--- config.mk ---
export PLATFORM = sky130hd
export DESIGN_NAME = wb_port_arbiter
export DESIGN_NICKNAME = d
export VERILOG_FILES = /design/src/rtl/wb_port_arbiter.sv
export SDC_FILE = /design/constraint.sdc
export NUM_CORES = 1
export LEC_CHECK = 0
export BUFFER_PORTS_ARGS = -buffer_cell sky130_fd_sc_hd__buf_2
export CORE_ASPECT_RATIO = 0.5
export CORE_MARGIN = 4
export CORE_UTILIZATION = 48
export CTS_BUF_LIST = sky130_fd_sc_hd__clkbuf_16
export DETAILED_ROUTE_END_ITERATION = 6
export PLACE_DENSITY = 0.8
export SETUP_SLACK_MARGIN = 0.1
export SLEW_MARGIN = 20
export SYNTH_ARGS = -nofsm -noshare
export SYNTH_HDL_FRONTEND = slang
export SYNTH_SLANG_ARGS = --single-unit
--- constraint.sdc ---
create_clock -name clk -period 2.7 [get_ports clk]
set_input_delay 0.675 -clock clk [delete_from_list [all_inputs] [get_ports clk]]
set_output_delay 0.675 -clock clk [all_outputs]
set_load 0.005 [all_outputs]
--- src/rtl/wb_port_arbiter.sv ---
// Register-file write-port arbiter: pipeline writeback has priority, long-latency
// results queue in a small FIFO and drain into idle slots, with a busy scoreboard for decode.
module wb_port_arbiter #(
    parameter int DATA_WIDTH = 32,
    parameter int ADDR_WIDTH = 5,
    parameter int QDEPTH     = 2
) (
    input  logic                       clk,
    input  logic                       rst,
    input  logic                       pipe_we,
    input  logic [ADDR_WIDTH-1:0]      pipe_rd,
    input  logic [DATA_WIDTH-1:0]      pipe_data,
    input  logic                       mc_issue,
    input  logic [ADDR_WIDTH-1:0]      mc_issue_rd,
    input  logic                       mc_valid,
    input  logic [ADDR_WIDTH-1:0]      mc_rd,
    input  logic [DATA_WIDTH-1:0]      mc_data,
    output logic                       mc_ready,
    input  logic [ADDR_WIDTH-1:0]      dec_rs1,
    input  logic [ADDR_WIDTH-1:0]      dec_rs2,
    input  logic [ADDR_WIDTH-1:0]      dec_rd,
    input  logic                       dec_we,
    output logic                       stall,
    output logic                       rf_we,
    output logic [ADDR_WIDTH-1:0]      rf_waddr,
    output logic [DATA_WIDTH-1:0]      rf_wdata,
    output logic [$clog2(QDEPTH):0]    pend_cnt
);

    localparam int NREG = 1 << ADDR_WIDTH;
    localparam int PW   = (QDEPTH > 1) ? $clog2(QDEPTH) : 1;
    localparam int CW   = $clog2(QDEPTH) + 1;

    logic [NREG-1:0]       busy;
    logic [NREG-1:0]       busy_next;
    logic [DATA_WIDTH-1:0] q_data [QDEPTH];
    logic [ADDR_WIDTH-1:0] q_rd   [QDEPTH];
    logic [PW-1:0]         rd_ptr;
    logic [PW-1:0]         wr_ptr;
    logic [CW-1:0]         count;
    logic                  pipe_live;
    logic                  fifo_empty;
    logic                  fifo_full;
    logic                  do_drain;
    logic                  do_enq;

    assign pipe_live  = pipe_we && (pipe_rd != '0);
    assign fifo_empty = (count == '0);
    assign fifo_full  = (count == CW'(QDEPTH));
    assign do_drain   = rst && !pipe_live && !fifo_empty;
    // Ready comes from registered occupancy only, so a drain this cycle cannot raise it.
    assign mc_ready   = rst && !fifo_full;
    assign do_enq     = mc_valid && mc_ready && (mc_rd != '0);
    assign pend_cnt   = count;
    assign stall      = rst && (busy[dec_rs1] || busy[dec_rs2] || (dec_we && busy[dec_rd]));

    always_comb begin
        rf_we    = 1'b0;
        rf_waddr = '0;
        rf_wdata = '0;
        if (pipe_live && rst) begin
            rf_we    = 1'b1;
            rf_waddr = pipe_rd;
            rf_wdata = pipe_data;
        end else if (do_drain) begin
            rf_we    = 1'b1;
            rf_waddr = q_rd[rd_ptr];
            rf_wdata = q_data[rd_ptr];
        end
    end

    always_ff @(posedge clk or negedge rst) begin
        if (!rst) begin
            rd_ptr <= '0;
            wr_ptr <= '0;
            count  <= '0;
        end else begin
            if (do_enq)
                wr_ptr <= wr_ptr + 1'b1;
            if (do_drain)
                rd_ptr <= rd_ptr + 1'b1;
            count <= count + CW'(do_enq) - CW'(do_drain);
        end
    end

    always_ff @(posedge clk) begin
        if (do_enq) begin
            q_data[wr_ptr] <= mc_data;
            q_rd[wr_ptr]   <= mc_rd;
        end
    end

    // A new issue to the register being drained keeps it busy, so set is applied last.
    always_comb begin
        busy_next = busy;
        if (do_drain)
            busy_next[q_rd[rd_ptr]] = 1'b0;
        if (mc_issue)
            busy_next[mc_issue_rd] = 1'b1;
        busy_next[0] = 1'b0;
    end

    always_ff @(posedge clk or negedge rst) begin
        if (!rst)
            busy <= '0;
        else
            busy <= busy_next;
    end

endmodule

### Word level (Yosys, flattened, before mapping)

Memory sizes are Yosys's and may differ from the RTL's.
Cells that the tools add are included.

| cells by class | value |
|---|---|
| add/sub/neg operators | 4 |
| order comparisons | 7 |
| equality and inequality tests | 1 |
| multiplexer cells | 20 |
| bitwise operators | 3 |
| reduce and logical (&&, ||, !) cells | 19 |

Operator list:

| operator | count |
|---|---|
| 2-to-1 mux 32 bit | 4 |
| bitwise AND 32 bit | 1 |
| inverter 32 bit | 1 |
| bitwise OR 32 bit | 1 |
| < comparator 5 x 6 -> 1 bit, second input constant | 5 |
| binary-select mux 1 bit (select 5 bit) | 3 |
| logical AND 1 bit | 11 |
| demux 1 bit (select 5 bit) | 2 |
| >= comparator 5 x 1 -> 1 bit, second input constant | 2 |
| 2-to-1 mux 5 bit | 2 |
| nonzero test 5 bit | 2 |
| 2-to-1 mux 1 bit | 9 |
| logical NOT 1 bit | 3 |
| adder 1 bit, second input constant | 2 |
| adder 2 x 1 -> 2 bit | 1 |
| equality test 2 bit, second input constant | 1 |
| logical NOT 2 bit | 1 |
| logical OR 1 bit | 2 |
| subtractor 2 x 1 -> 2 bit | 1 |

| word-level totals | value |
|---|---|
| flip-flop bits (word level) | 35 |
| memory bits (writable) | 74 |
| input port bits | 100 |
| output and inout bits | 42 |
| logic and storage cells | 60 |
| memories kept | 2 |

Memories:

| name | depth | width | read ports | clocked after Yosys merged registers in | wr ports | line | RTL |
|---|---|---|---|---|---|---|---|
| q_data | 2 | 32 | 1 | 0 | 1 | 36 | `logic [DATA_WIDTH-1:0] q_data [QDEPTH];` |
| q_rd | 2 | 5 | 1 | 0 | 1 | 37 | `logic [ADDR_WIDTH-1:0] q_rd [QDEPTH];` |

### Longest topological paths before layout

Gate-level depths: netlist of the first run.
An unclocked memory read counts as a cell.

| logic depth | value |
|---|---|
| depth in word-level cells | 10 |
| gate-level depth with buffers | 11 |
| mapped depth without buffers | 10 |

### Worst setup path after synthesis of the first run

Ideal clock, no wire load.

| timing | value |
|---|---|
| kind | input -> register |
| from | input rst |
| to | memory q_data[0][0] (enable) |
| arrival | 2.895 ns |
| required time | 2.264 ns |
| setup slack | -0.631 ns |
| stages | 5 |
| cell sequence | inv_2 -> a21oi_1 -> nand2_1 -> a21oi_1 -> nor2b_1 |

| between the ends | value |
|---|---|
| cells in the longest elaborated chain, start to end | 5 |

RTL lines:

| item | line | RTL |
|---|---|---|
| from (decl) | 9 | `input logic rst,` |
| logical AND 1 bit | 52 | `assign mc_ready = rst && !fifo_full;` |
| net mc_ready | 18 | `output logic mc_ready,` |
| logical AND 1 bit (2 in a row) | 53 | `assign do_enq = mc_valid && mc_ready && (mc_rd != '0);` |
| 2-to-1 mux 1 bit | 87 | `if (do_enq) begin` |
| 2-to-1 mux 1 bit (implied by the code) | 88 | `q_data[wr_ptr] <= mc_data;` |
| to (decl) | 36 |  |

The timed path passes the listed nets, and every way through them passes these cells.

### Worst setup path in the final report of the first run

| timing | value |
|---|---|
| from | input dec_rd[2] |
| to | output stall |

| between the ends | value |
|---|---|
| cells in the longest elaborated chain, start to end | 5 |

RTL lines:

| item | line | RTL |
|---|---|---|
| from (decl) | 21 | `input logic [ADDR_WIDTH-1:0] dec_rd,` |
| binary-select mux 1 bit (select 5 bit) | 55 | `assign stall = rst && (busy[dec_rs1] \|\| busy[dec_rs2] \|\| (dec_we && busy[dec_rd]));` |
| 2-to-1 mux 1 bit (implied by the code) | 55 |  |
| logical AND 1 bit | 55 |  |
| logical OR 1 bit | 55 |  |
| logical AND 1 bit | 55 |  |
| to (decl) | 23 | `output logic stall,` |

Every way passes these cells. The select of a mux whose other input is x is not followed.

==> results of run 1 <==
## final cells by class
class	count	area (um^2)	share of cell area (%)
multi-input cells	304	2580	33.9
inverters	9	33.8	0.443
diodes	1	2.50	0.0329
clock buffers	12	300	3.94
clock inverters	4	46.3	0.608
well taps	145	181	2.38
flip-flops and latches	109	3100	40.7
repair buffers	197	1370	18.0
## placed cells by master (no fill, tap or decap), types with 3 or more instances in the layout
| master | instances |
|---|---|
| a31oi_1 | 3 |
| o21ai_4 | 3 |
| nand3_1 | 10 |
| xnor2_1 | 3 |
| o31ai_1 | 4 |
| mux2_2 | 6 |
| o21ai_1 | 45 |
| mux4_1 | 3 |
| buf_12 | 8 |
| buf_2 | 137 |
| inv_1 | 7 |
| nand2_4 | 12 |
| nand2_2 | 23 |
| o21ai_0 | 14 |
| or3b_2 | 3 |
| buf_4 | 36 |
| nand2_1 | 14 |
| nor2_1 | 7 |
| mux2i_1 | 51 |
| edfxtp_1 | 74 |
| dfrtp_1 | 34 |
| nor2b_1 | 7 |
| o21ai_2 | 35 |
| clkbuf_16 | 16 |
| buf_6 | 10 |
| mux2_1 | 3 |
| nand3b_1 | 7 |
| mux2_4 | 5 |
| mux4_2 | 10 |
| nand4_1 | 5 |
## flip-flops by register name (all words and copies together), names as in the netlist
signal    cells
busy         31
pend_cnt      2
q_data       64
q_rd         10
rd_ptr        1
wr_ptr        1
## per-stage QoR
step	power [mW]	util, %	setup slack [ns]
after floorplan	3.69	-	-0.0681
after global placement	4.38	60.2	-0.310
after detailed placement	4.47	60.2	-0.351
after CTS	6.00	66.5	-0.295
after global routing	6.48	68.9	-0.344
final	6.19	69.0	-0.289
## report_power, final
part	internal, mW	total (mW)	leakage, nW	switching, mW
combinational	1.09	2.16	1.97	1.07
clock	0.886	1.46	0.174	0.573
sequential	2.19	2.57	1.09	0.384
total	4.16	6.19	3.23	2.03
## path summary, 6_finish.rpt
check / slack [ns] / cells past startpoint / end
max reg2reg: 0.51 / 11 / pend_cnt[1]$_DFF_PN0_
max in group asynchronous: 1.86 / 2 / rd_ptr$_DFFE_PN0P_
min reg2reg: 0.53 / 1 / pend_cnt[1]$_DFF_PN0_
min: 0.51 / 2 / wr_ptr$_DFFE_PN0P_
min in group clk: 0.52 / 1 / q_data[1][11]$_DFFE_PP_
max: -0.29 / 7 / stall
## routing by layer
layer  part of all wire, %  vias up
met1                    41     2210
met5                     0        -
met3                   5.8       37
li1                      -     2069
met4                   2.7        0
met2                    50      172
## timing repair
action	CTS	global route
pin swaps	41	34
cloned	4	6
buffers inserted	6	8
setup endpoints to repair	38	39
gates resized for setup	60	47
## kinds of logic (layout without fill, tap and decap cells)
logic type	after synthesis	in the layout	synth area share [%]
fa+ha+maj	2	2	0.460
buf+inv	31	222	2.60
mux	78	78	17.9
simple gates	100	100	9.01
other cells	0	1	0
xor+xnor	4	4	0.644
flops	109	109	56.9
compound gates	120	120	12.4
## worst reg2reg max path: stages, from the launching register on
cell and delay (ns):
dfrtp_1 0.40, nor2_1 0.09, nor2_1 0.36, nand2_8 0.18
buf_6 0.17, buf_4 0.13, inv_2 0.04, ha_1 0.22
inv_1 0.06, ha_1 0.17, xnor2_1 0.15, xnor2_1 0.15
==> qor.yml, run 1 <==
drtIter0Drc: 336
grt_pass1_vias: 4512
grt_use_met1_pct: 28.5
synth_common_cells: "o21ai_1, edfxtp_1, mux2i_1, nand2_1, dfrtp_1"
r2r_start: "pend_cnt[1]$_DFF_PN0_"
synth_top_area_share_pct: 40.8
leakage_nw: 3.23
use_met3_pct: 4.63
period_share_pct: 111
grt-ovfl-total: 0
yosys_warnings: 0
synth_cell_type_count: 48
hold_buffers: 0
cellPowerDensity_nw_per_um2: 813
setup-violations-final: 38
die_h_um: 83.3
port_buffers: 141
critical_path.cell_chain: "buf_4, mux2_2, mux4_2, o221ai_2, a311oi_1, o41a_1, buf_2"
cts_buffer_depth: 2
antenna_found_initial: 0
synth_top_area_cell: "edfxtp_1"
place_congestion: 0.905
die_x_um: 159
cp_data_arrival_time_ns: 2.31
maxSlewHeadroom_pct: 61.4
wl_per_cell_um: 20.0
synth-edff-count: 74
syn_inst: 444
nFillCells: 803
cp-start-kind: "input port"
drcViolationCount: 0
groute.usage.overall_pct: 22.4
avgSynthCellArea_um2: 12.3
synth.cell_area_um2: 5440
grt_max_degree: 36
start_util_pct: 49.3
final_area_um2: 7620
min_period_ns: 2.99
crit_start: "dec_rd[2]"
status: "finished, violations left"
numCtsBuffers: 9
die-area_um2: 13200
pin_count: 142
slowest_delay_ns: 0.48
htree_num_levels: 3
viasPerCell: 5.75
clock.fmax_mhz: 335
cts.sinks: 109
failed_checks: "negative setup slack"
use_met2_pct: 38.0
critPathCaptureType: "primary output"
cpMaxStageDelayCell: "mux4_2"
path_clk_slew_ns: 0.07
post-synth-top-count-cell: "o21ai_1"
cp_top_family: "multiplexers"
rows: 27
finClkSkew_ns: 0.00409
drive_gt1_share_pct: 50.9
finalHoldViolations: 0
antenna_left: 0
dr.pass1.iters: 4
cp.required_ns: 2.03
rsz0062_at_grt: "yes"
core_um2: 11000
clock_latency_ns: 0.34
nNetsFinal: 732
drv_slew: 0
cp_num_buf_inv: 2
path_class: "in2out"
setup_ws_ns: -0.289
wirelength_um: 15600
worst_pin_slew_ns: 0.563
grt_pass1_wl_um: 23100
max-cap-violations: 0
synthArstFlopShare_pct: 32.1
area_delta_synth_final_pct: 40.0
hp-class: "in2async"
dp_cells: 746
dpl-instance-area_um2: 6650
cp_max_fo: 5
whs_ns: 0.507
cts-root-buf: "clkbuf_16"
tns_ns: -5.68
synthFlopType: "edfxtp_1"
cts_tree: "built"
ys_ff_latch: 109
syn_nets: 546
busiest_layer: "met2"
synth_area_leaders: "edfxtp_1, dfrtp_1, mux2i_1"
yosysSeqAreaShare_pct: 56.9
dp_hpwl_um: 10200
num_vias: 4488
final-instance-count-excl-fill: 781
peakVddDrop_mv: 0.469
Power figures use the tool's default switching activity.
==> run 2, diff against run 1 <==
- CORE_ASPECT_RATIO: 0.5 -> 1.75
- RECOVER_POWER: unset -> 100
==> run 2 against run 1 <==
The flow still finishes with violations (negative setup slack). Total power up 0.16%. Non-clock buffer count down 1. Wire length increased by 22%. Sequential share of layout area fell by 0.29 points. Sequential power hardly changed. First-iteration DRC count up 30%. Sequential cell count unchanged. Setup slack got worse by 0.025 ns. Fmax fell by 0.84%. Largest cell class unchanged. Largest power group unchanged. Highest routed layer unchanged.
==> qor.yml, run 2 (same netlist as run 1, synthesis figures left out) <==
period_share_pct: 112  # was 111%
tns_ns: -8.84  # was -5.68 ns
fin_util_pct: 69.1  # was 69.0%
final_cell_mix: "buf_2, edfxtp_1, mux2i_1"  # unchanged
worst_pin_slew_ns: 1.01  # was 0.563 ns
num_vias: 4792  # was 4488
grt_pass1_wl_um: 26600  # was 23100 um
rows: 51  # was 27
dp_cells: 728  # was 746
finalPower_mw: 6.20  # was 6.19 mW
cp_num_buf_inv: 5  # was 2
wirelength_um: 19100  # was 15600 um
grt_max_degree: 38  # was 36
clock.fmax_mhz: 332  # was 335 MHz
dp_hpwl_um: 11600  # was 10200 um
clock_latency_ns: 0.36  # was 0.34 ns
path_clk_slew_ns: 0.07  # about the same
groute.usage.overall_pct: 27.2  # was 22.4%
leakage_nw: 3.23  # about the same
status: "finished, violations left"  # unchanged
failed_checks: "negative setup slack"  # unchanged
cpMaxStageDelayCell: "or4_4"  # was mux4_2
min_period_ns: 3.01  # was 2.99 ns
wl_per_cell_um: 24.9  # was 20.0 um
nNetsFinal: 731  # was 732
cp_max_fo: 6  # was 5
place_ws_ns: -0.355  # was -0.351 ns
path_class: "in2out"  # unchanged
drv_slew: 0  # unchanged
final_area_um2: 7670  # was 7620 um^2
largest_register: "q_data"  # unchanged
whs_ns: 0.449  # was 0.507 ns
antenna_found_initial: 1  # was 0
cts_tree: "built"  # unchanged
critical_path.cell_chain: "buf_6, or4_4, o21ai_4, buf_6, nand2_8, buf_12, buf_16, o21ai_2, buf_2"  # was buf_4, mux2_2, mux4_2, o221ai_2, a311oi_1, o41a_1, buf_2
pin_count: 142  # unchanged
maxSlewHeadroom_pct: 32.9  # was 61.4%
antenna_left: 0  # unchanged
hp-class: "in2async"  # unchanged
drive_gt1_share_pct: 45.6  # was 50.9%
die-area_um2: 13200  # about the same
place_congestion: 0.916  # was 0.905
start_util_pct: 49.0  # was 49.3%
drcViolationCount: 0  # unchanged
drtIter0Drc: 437  # was 336
cellPowerDensity_nw_per_um2: 808  # was 813 nW/um^2
cts.sinks: 109  # unchanged
cp_data_arrival_time_ns: 2.34  # was 2.31 ns
port_buffers: 141  # unchanged
core_um2: 11100  # was 11000 um^2
reg_top3: "q_data x64, busy x31, q_rd x10"  # unchanged
die_x_um: 88.5  # was 159 um
htree_num_levels: 3  # unchanged
grt-ovfl-total: 0  # unchanged
cts_buffer_depth: 2  # unchanged
rsz0062_at_grt: "yes"  # unchanged
cp-start-kind: "input port"  # unchanged
slowest_delay_ns: 0.54  # was 0.48 ns
die_h_um: 149  # was 83.3 um
grt_pass1_vias: 5034  # was 4512
ff_latch_area_um2: 3100  # unchanged
multi_input_area_um2: 2590  # was 2580 um^2
dpl-instance-area_um2: 6600  # was 6650 um^2
nFillCells: 766  # was 803
cp.required_ns: 2.03  # about the same
critPathMostFrequentCell: "buf_6"
viasPerCell: 6.25  # was 5.75
critPathCaptureType: "primary output"  # unchanged
largest_reg_flops: 64  # unchanged
finClkSkew_ns: 0.0115  # was 0.00409 ns
area_delta_synth_final_pct: 41.0  # was 40.0%
peakVddDrop_mv: 0.601  # was 0.469 mV
setup-violations-final: 38  # unchanged
final_common_cell: "buf_2"  # unchanged
final-instance-count-excl-fill: 767  # was 781
numCtsBuffers: 9  # unchanged
cts-root-buf: "clkbuf_16"  # unchanged
cp_top_family: "buffers and inverters"  # was multiplexers
max-cap-violations: 0  # unchanged
dr.pass1.iters: 6  # was 4
setup_ws_ns: -0.314  # was -0.289 ns
finalHoldViolations: 0  # unchanged
[run 2: final timing paths]
kind / startpoint / endpoint / slack (ns) / depth (start not counted)
max reg2reg: pend_cnt[0]$_DFF_PN0_ / q_data[0][10]$_DFFE_PP_ / 0.34 / 7
min: rst / pend_cnt[0]$_DFF_PN0_ / 0.45 / 2
min in group clk: mc_data[23] / q_data[1][23]$_DFFE_PP_ / 0.51 / 1
max in group asynchronous: rst / rd_ptr$_DFFE_PN0P_ / 1.90 / 2
max: pipe_rd[2] / rf_wdata[0] / -0.31 / 9
min reg2reg: pend_cnt[1]$_DFF_PN0_ / pend_cnt[1]$_DFF_PN0_ / 0.53 / 1
[run 2: power breakdown]
| part | internal, mW | switching, mW | leakage (nW) | total, mW |
|---|---|---|---|---|
| combinational | 1.07 | 1.09 | 1.99 | 2.16 |
| clock | 0.819 | 0.630 | 0.152 | 1.45 |
| sequential | 2.19 | 0.402 | 1.09 | 2.59 |
| total | 4.08 | 2.12 | 3.23 | 6.20 |
[run 2: timing repair]
item	4_1_cts	5_1_grt
resized for setup	73	46
buffers inserted	11	5
gates cloned	10	2
pin swaps	43	10
setup endpoints to repair	38	39
hold buffers	0	0
[run 2: final cells by class]
type / count / share of cell area (%)
diodes: 1 / 0.0326
clock buffers: 9 / 2.94
clock inverters: 7 / 1.27
inverters: 9 / 0.440
multi-input cells: 304 / 33.8
flip-flops and latches: 109 / 40.4
well taps: 132 / 2.15
repair buffers: 196 / 19.0
[run 2: worst reg2reg max path: cells and delay by family, from the launching register on]
family          cells  cell delay [ns]
buf+inv             3             0.99
flops               1             0.39
compound gates      2             0.33
simple gates        2             0.25
[run 2: metal layers]
layer | wire length (um) | GRT usage, % | share of wire, % | vias up
li1 | - | - | - | 2071
met1 | 6110 | 28.9 | 32 | 2337
met2 | 10500 | 50.3 | 55 | 315
met3 | 1470 | 4.15 | 7.7 | 69
met4 | 1100 | 13.8 | 5.7 | 0
met5 | 0 | 0 | 0 | -
